$ cat src/rtl/stump_mem_arbiter_pkg.sv
// Shared types and defaults for the Stump memory arbiter: FSM encoding, bus widths,
// starvation limit and the halt address convention.
package stump_mem_arbiter_pkg;

   localparam int unsigned DefAddrW   = 16;
   localparam int unsigned DefDataW   = 16;
   localparam int unsigned DefMaxWait = 8;
   localparam logic [15:0] DefHaltAddr = 16'hFFFF;

   typedef enum logic [1:0] {
      StIdle  = 2'd0,
      StForce = 2'd1,
      StAck   = 2'd2
   } arb_state_e;

   // Counter wide enough to hold MAX_WAIT itself, so the limit compare never wraps.
   function automatic int unsigned wait_cnt_width(input int unsigned max_wait);
      return $clog2(max_wait) + 1;
   endfunction

endpackage

$ cat src/rtl/stump_wait_counter.sv
// Counts cycles a pending debug request has been refused; flags the cycle in which one
// more refusal reaches the starvation limit.
module stump_wait_counter
   import stump_mem_arbiter_pkg::*;
#(
   parameter int unsigned MAX_WAIT = DefMaxWait
) (
   input  logic clk,
   input  logic rst,
   input  logic clear,
   input  logic inc,
   output logic at_limit
);

   localparam int unsigned CntW = wait_cnt_width(MAX_WAIT);
   localparam logic [CntW-1:0] Limit = CntW'(MAX_WAIT - 1);

   logic [CntW-1:0] cnt_q, cnt_d;

   always_comb begin
      cnt_d = cnt_q;
      if (clear) begin
         cnt_d = '0;
      end else if (inc && (cnt_q != '1)) begin
         cnt_d = cnt_q + CntW'(1);
      end
   end

   always_ff @(posedge clk or posedge rst) begin
      if (rst) begin
         cnt_q <= '0;
      end else begin
         cnt_q <= cnt_d;
      end
   end

   assign at_limit = (cnt_q == Limit);

endmodule

$ cat src/rtl/stump_mem_arbiter.sv
// Shares the single-port Stump memory between the CPU (priority) and a debug/loader port,
// forcing a one-cycle CPU freeze when debug starves, and flagging CPU writes to HALT_ADDR.
module stump_mem_arbiter
   import stump_mem_arbiter_pkg::*;
#(
   parameter int unsigned       ADDR_W    = DefAddrW,
   parameter int unsigned       DATA_W    = DefDataW,
   parameter int unsigned       MAX_WAIT  = DefMaxWait,
   parameter logic [ADDR_W-1:0] HALT_ADDR = ADDR_W'(DefHaltAddr)
) (
   input  logic              clk,
   input  logic              rst,
   input  logic [ADDR_W-1:0] cpu_addr,
   input  logic [DATA_W-1:0] cpu_wdata,
   input  logic              cpu_wen,
   input  logic              cpu_ren,
   output logic [DATA_W-1:0] cpu_rdata,
   output logic              cpu_hold,
   input  logic              dbg_req,
   input  logic              dbg_we,
   input  logic [ADDR_W-1:0] dbg_addr,
   input  logic [DATA_W-1:0] dbg_wdata,
   output logic              dbg_ack,
   output logic [DATA_W-1:0] dbg_rdata,
   output logic [ADDR_W-1:0] mem_addr,
   output logic [DATA_W-1:0] mem_wdata,
   output logic              mem_wen,
   output logic              mem_ren,
   input  logic [DATA_W-1:0] mem_rdata,
   output logic              halted
);

   arb_state_e state;

   logic cpu_act;
   logic cpu_own;
   logic grant;
   logic dbg_own;
   logic wait_clear;
   logic wait_inc;
   logic at_limit;

   // A held CPU is frozen, so its strobes do not count as a request.
   assign cpu_act = (cpu_ren | cpu_wen) & ~cpu_hold;
   assign grant   = (state == StIdle) & ~cpu_act & dbg_req;
   assign dbg_own = grant | (state == StForce);
   assign cpu_own = cpu_act & (state != StForce);

   assign cpu_rdata = mem_rdata;

   always_comb begin
      mem_addr  = cpu_addr;
      mem_wdata = cpu_wdata;
      mem_wen   = 1'b0;
      mem_ren   = 1'b0;
      if (dbg_own) begin
         mem_addr  = dbg_addr;
         mem_wdata = dbg_wdata;
         mem_wen   = dbg_we;
         mem_ren   = ~dbg_we;
      end else if (cpu_own) begin
         mem_wen = cpu_wen;
         mem_ren = cpu_ren;
      end
   end

   assign wait_inc   = (state == StIdle) & dbg_req & cpu_act;
   assign wait_clear = grant | (state == StForce) | ((state == StIdle) & ~dbg_req);

   stump_wait_counter #(
      .MAX_WAIT (MAX_WAIT)
   ) u_wait_counter (
      .clk      (clk),
      .rst      (rst),
      .clear    (wait_clear),
      .inc      (wait_inc),
      .at_limit (at_limit)
   );

   always_ff @(posedge clk or posedge rst) begin
      if (rst) begin
         state     <= StIdle;
         cpu_hold  <= 1'b0;
         dbg_ack   <= 1'b0;
         dbg_rdata <= '0;
         halted    <= 1'b0;
      end else begin
         // The halting write itself still reaches memory through the mux above.
         if (cpu_own && cpu_wen && (cpu_addr == HALT_ADDR)) begin
            halted <= 1'b1;
         end
         if (dbg_own && !dbg_we) begin
            dbg_rdata <= mem_rdata;
         end
         unique case (state)
            StIdle: begin
               if (grant) begin
                  state   <= StAck;
                  dbg_ack <= 1'b1;
               end else if (wait_inc && at_limit) begin
                  state    <= StForce;
                  cpu_hold <= 1'b1;
               end
            end
            StForce: begin
               state    <= StAck;
               cpu_hold <= 1'b0;
               dbg_ack  <= 1'b1;
            end
            StAck: begin
               state   <= StIdle;
               dbg_ack <= 1'b0;
            end
            default: begin
               state    <= StIdle;
               cpu_hold <= 1'b0;
               dbg_ack  <= 1'b0;
            end
         endcase
      end
   end

endmodule

$ cat config.mk
export PLATFORM = sky130hd
export DESIGN_NAME = stump_mem_arbiter
export DESIGN_NICKNAME = d
export VERILOG_FILES = /design/src/rtl/stump_mem_arbiter_pkg.sv /design/src/rtl/stump_wait_counter.sv /design/src/rtl/stump_mem_arbiter.sv
export SDC_FILE = /design/constraint.sdc
export NUM_CORES = 1
export LEC_CHECK = 0
export ABC_AREA = 1
export CELL_PAD_IN_SITES_DETAIL_PLACEMENT = 1
export CELL_PAD_IN_SITES_GLOBAL_PLACEMENT = 2
export CORE_ASPECT_RATIO = 0.5
export CORE_UTILIZATION = 14
export DETAILED_ROUTE_END_ITERATION = 10
export PLACE_DENSITY_LB_ADDON = 0.1
export SETUP_SLACK_MARGIN = 0.3
export SYNTH_ARGS = -nofsm -noshare
export SYNTH_HDL_FRONTEND = slang
export SYNTH_HIERARCHICAL = 1
export SYNTH_SLANG_ARGS = --single-unit
$ cat constraint.sdc
create_clock -name clk -period 2.2 [get_ports clk]
set_clock_uncertainty 0.1 [all_clocks]
set_input_delay 0.44 -clock clk [delete_from_list [all_inputs] [get_ports clk]]
set_output_delay 0.44 -clock clk [all_outputs]
set_load 0.03 [all_outputs]
==> run_results.csv <==
group,metric,value,unit
setup_path,critPathMaxFanout,8,
layout,final_common_cell,"nand2_1",
routing,drc,0,
job,maxCapViolCount,0,
global_route,grt_pass1_wl,11900,um
routing,drt_iter0_drc,49,
synthesis,synth_seq_cells,25,
floorplanning,die_x,159,um
layout,antennaDiodeCount,0,
pwr,power.switching,698,uW
setup_path,startpoint_type,"primary input",
pwr,switching_share,36.0,%
synthesis,synth_area_per_cell,6.48,sq um
timing,rsz0062_at_grt,"true",
synthesis,synth_top_family_by_area,"simple AND/OR/NAND/NOR gates",
pwr,leakage,1.95,nW
floorplanning,rows,28,
clocking,cts_tree,"built",
setup_path,reg2reg_depth,15,
floorplanning,coreArea,11900,sq um
placed_design,place_hpwl,5870,um
clocking,clk_path_buf_depth,2,
pwr,power_frac_comb,51.2,%
placed_design,placed_cells,573,
pwr,p_seq_share,27.9,%
clocking,htree_num_levels,1,
layout,nFillCells,1419,
synthesis,syn-num-nets,354,
floorplanning,initial_core_util,14.5,%
synthesis,synth_compound_gate_area_share,2.10,%
setup_path,reg2reg_to,"u_wait_counter/cnt_q[3]",
timing,finalCriticalPeriod,2.17,ns
layout,final_core_util,33.4,%
global_route,grt_usage,11.6,%
synthesis,synth_area_leader_cell,"dfrtp_1",
clocking,cts-root-buf,"clkbuf_16",
clocking,numCtsBuffers,3,
pwr,power,1.94,mW
floorplanning,io_pins,155,
layout,drive_above_1_share,29.1,%
clocking,clkSlewWorstSetupHoldPaths,0.06,ns
setup_path,r2r-start,"state[0]",
synthesis,synthTopCellsByArea,"dfrtp_1 36%, nand2_1 34%, buf_4 9.1%",
routing,wl_per_cell,13.1,um
placed_design,gp_congestion,0.726,
synthesis,synthCells,267,
timing,hold_violations,0,
timing,worst_slew_pin_slew,0.333,ns
routing,wl,7810,um
global_route,overflow,0,
routing,vias,2288,
synthesis,netlist_area,1730,sq um
timing,layout_worst_path_cycle_share,98.5,%
timing,setup_tns,0,ns
synthesis,yosysSeqAreaShare,36.2,%
timing,max_freq,461,MHz
setup_path,critPathKind,"in2out",
setup_path,worstPathRequired,1.66,ns
global_route,grt_antenna_before_repair,0,
routing,routed_via_density,3.83,
pwr,peakVddDrop,341,uV
timing,timing.final.max_slew_violations,0,
pwr,clockPowerShare,20.8,%
timing,setup_viol,0,
global_route,first_global_vias,2454,
placed_design,portBuffers,154,
synthesis,yosys.area_share.simple,45.7,%
routing,dr.pass1.iters,4,
layout,area_delta_synth_final,130,%
clocking,clkSinkCount,25,
synthesis,synth-xor-area-share,0,%
synthesis,synth_cell_types,22,
routing,antenna_left,0,
floorplanning,dieArea,12800,sq um
synthesis,yosys_warnings,6,
clocking,clock_latency,0.25,ns
pwr,power_density,488,nW/um^2
floorplanning,die-height,80.6,um
layout,final_cell_mix,"119 x nand2_1, 101 x clkdlybuf4s50_1, 37 x buf_6, 30 x nand2_2, 25 x dfrtp_1",
run_status,status,"finished, final reports clean",
synthesis,synth_fa_ha_area_share,0.724,%
setup_path,crit_path_end_kind,"output pin",
timing,slew_headroom,77.7,%
synthesis,synthMuxAreaShare,0,%
worst_hold_path,min_path_type,"in2async",
setup_path,rrSetupSlack,0.15,ns
global_route,grt_max_degree,18,
pwr,cell_internal_pwr,1.24,mW
synthesis,synth_top_area_share,36.2,%
setup_path,arrival,1.63,ns
layout,stdcell_count,598,
layout,nets,521,
## worst max path at each step
stage                  start       endpoint  cells after the start
global route        state[0]   mem_wdata[3]                     11
floorplan           cpu_hold        mem_ren                      7
CTS                 state[0]   mem_addr[15]                     10
detailed placement   cpu_ren   mem_addr[15]                      8
global placement     dbg_req  mem_wdata[13]                      9
finish               cpu_ren   mem_wdata[4]                     10
## layout make-up
cell class | count | area (sq um) | area share (%)
inverters | 15 | 68.8 | 1.73
flip-flops and latches | 25 | 626 | 15.7
clock buffers | 4 | 78.8 | 1.98
well taps | 165 | 206 | 5.20
multi-input cells | 201 | 993 | 25.0
repair buffers | 188 | 2000 | 50.3
## per-layer routing
layer,wire length [um],global-route usage (%),part of all wire (%),up-vias
met4,50,1.15,0.64,0
met3,584,3.93,7.5,4
met2,4120,22.5,53,73
met5,0,0,0,-
met1,3060,12.7,39,1074
li1,-,-,-,1137
## synthesized netlist by cell type
| master | count |
|---|---|
| o21ai_0 | 3 |
| nor3_1 | 1 |
| nand4_1 | 2 |
| a21oi_1 | 1 |
| buf_4 | 21 |
| a211oi_1 | 1 |
| inv_1 | 10 |
| dfrtp_1 | 25 |
| clkinv_1 | 1 |
| nor2_2 | 1 |
| o21ai_2 | 1 |
| buf_6 | 4 |
| nor2_1 | 9 |
| inv_2 | 3 |
| ha_1 | 1 |
| nand2_1 | 156 |
| nand2_2 | 2 |
| nand3_1 | 20 |
| nor2_4 | 1 |
| clkbuf_1 | 1 |
| nand2_4 | 2 |
| inv_4 | 1 |
## state kept, by name, indices dropped and copies added (netlist names)
register and cells:
state 2, cpu_hold 1, halted 1, dbg_ack 1, u_wait_counter/cnt_q 4, dbg_rdata 16
## logic make-up (layout without fill, tap and decap cells)
kind of cell / count (synthesis) / in the layout
AO/OA/AOI/OAI: 6 / 6
adder cells (fa/ha/maj): 1 / 1
buffers and inverters: 41 / 207
flip-flops: 25 / 25
AND/OR/NAND/NOR: 194 / 194
## stage by stage
step | area [sq um] | hold slack (ns) | setup WS (ns)
finish | 3970 | 0.337 | 0.0326
global route | 3970 | 0.380 | -0.0486
CTS | 3810 | 0.351 | 0.00632
detailed placement | 3320 | 0.356 | -0.121
global placement | 3320 | 0.346 | -0.100
floorplan | 1730 | 0.106 | 0.365
## power by group through the flow
| stage | logic [mW] | clock network, mW | registers [mW] |
|---|---|---|---|
| floorplan | 0.336 | 0 | 0.648 |
| global placement | 0.858 | 0 | 0.551 |
| detailed placement | 0.860 | 0 | 0.551 |
| CTS | 0.972 | 0.422 | 0.543 |
| global route | 1.06 | 0.432 | 0.548 |
| finish | 0.993 | 0.404 | 0.541 |
## worst max-delay path: stages
cell and delay (ns):
dlygate4sd2_1 0.26, o21ai_2 0.17, nand2_2 0.08, nand2_4 0.09, buf_6 0.12, inv_8 0.05, clkbuf_16 0.15, nand2_1 0.05
nand2_1 0.06, buf_6 0.14
## what timing repair did
item                       CTS  global route
pin swaps                   17             9
hold buffers                 0             0
setup endpoints to repair   51            44
setup buffers               11             4
cloned                       3             3
gates resized for setup     95            26
Note: power is estimated with default switching activity, not from simulation.
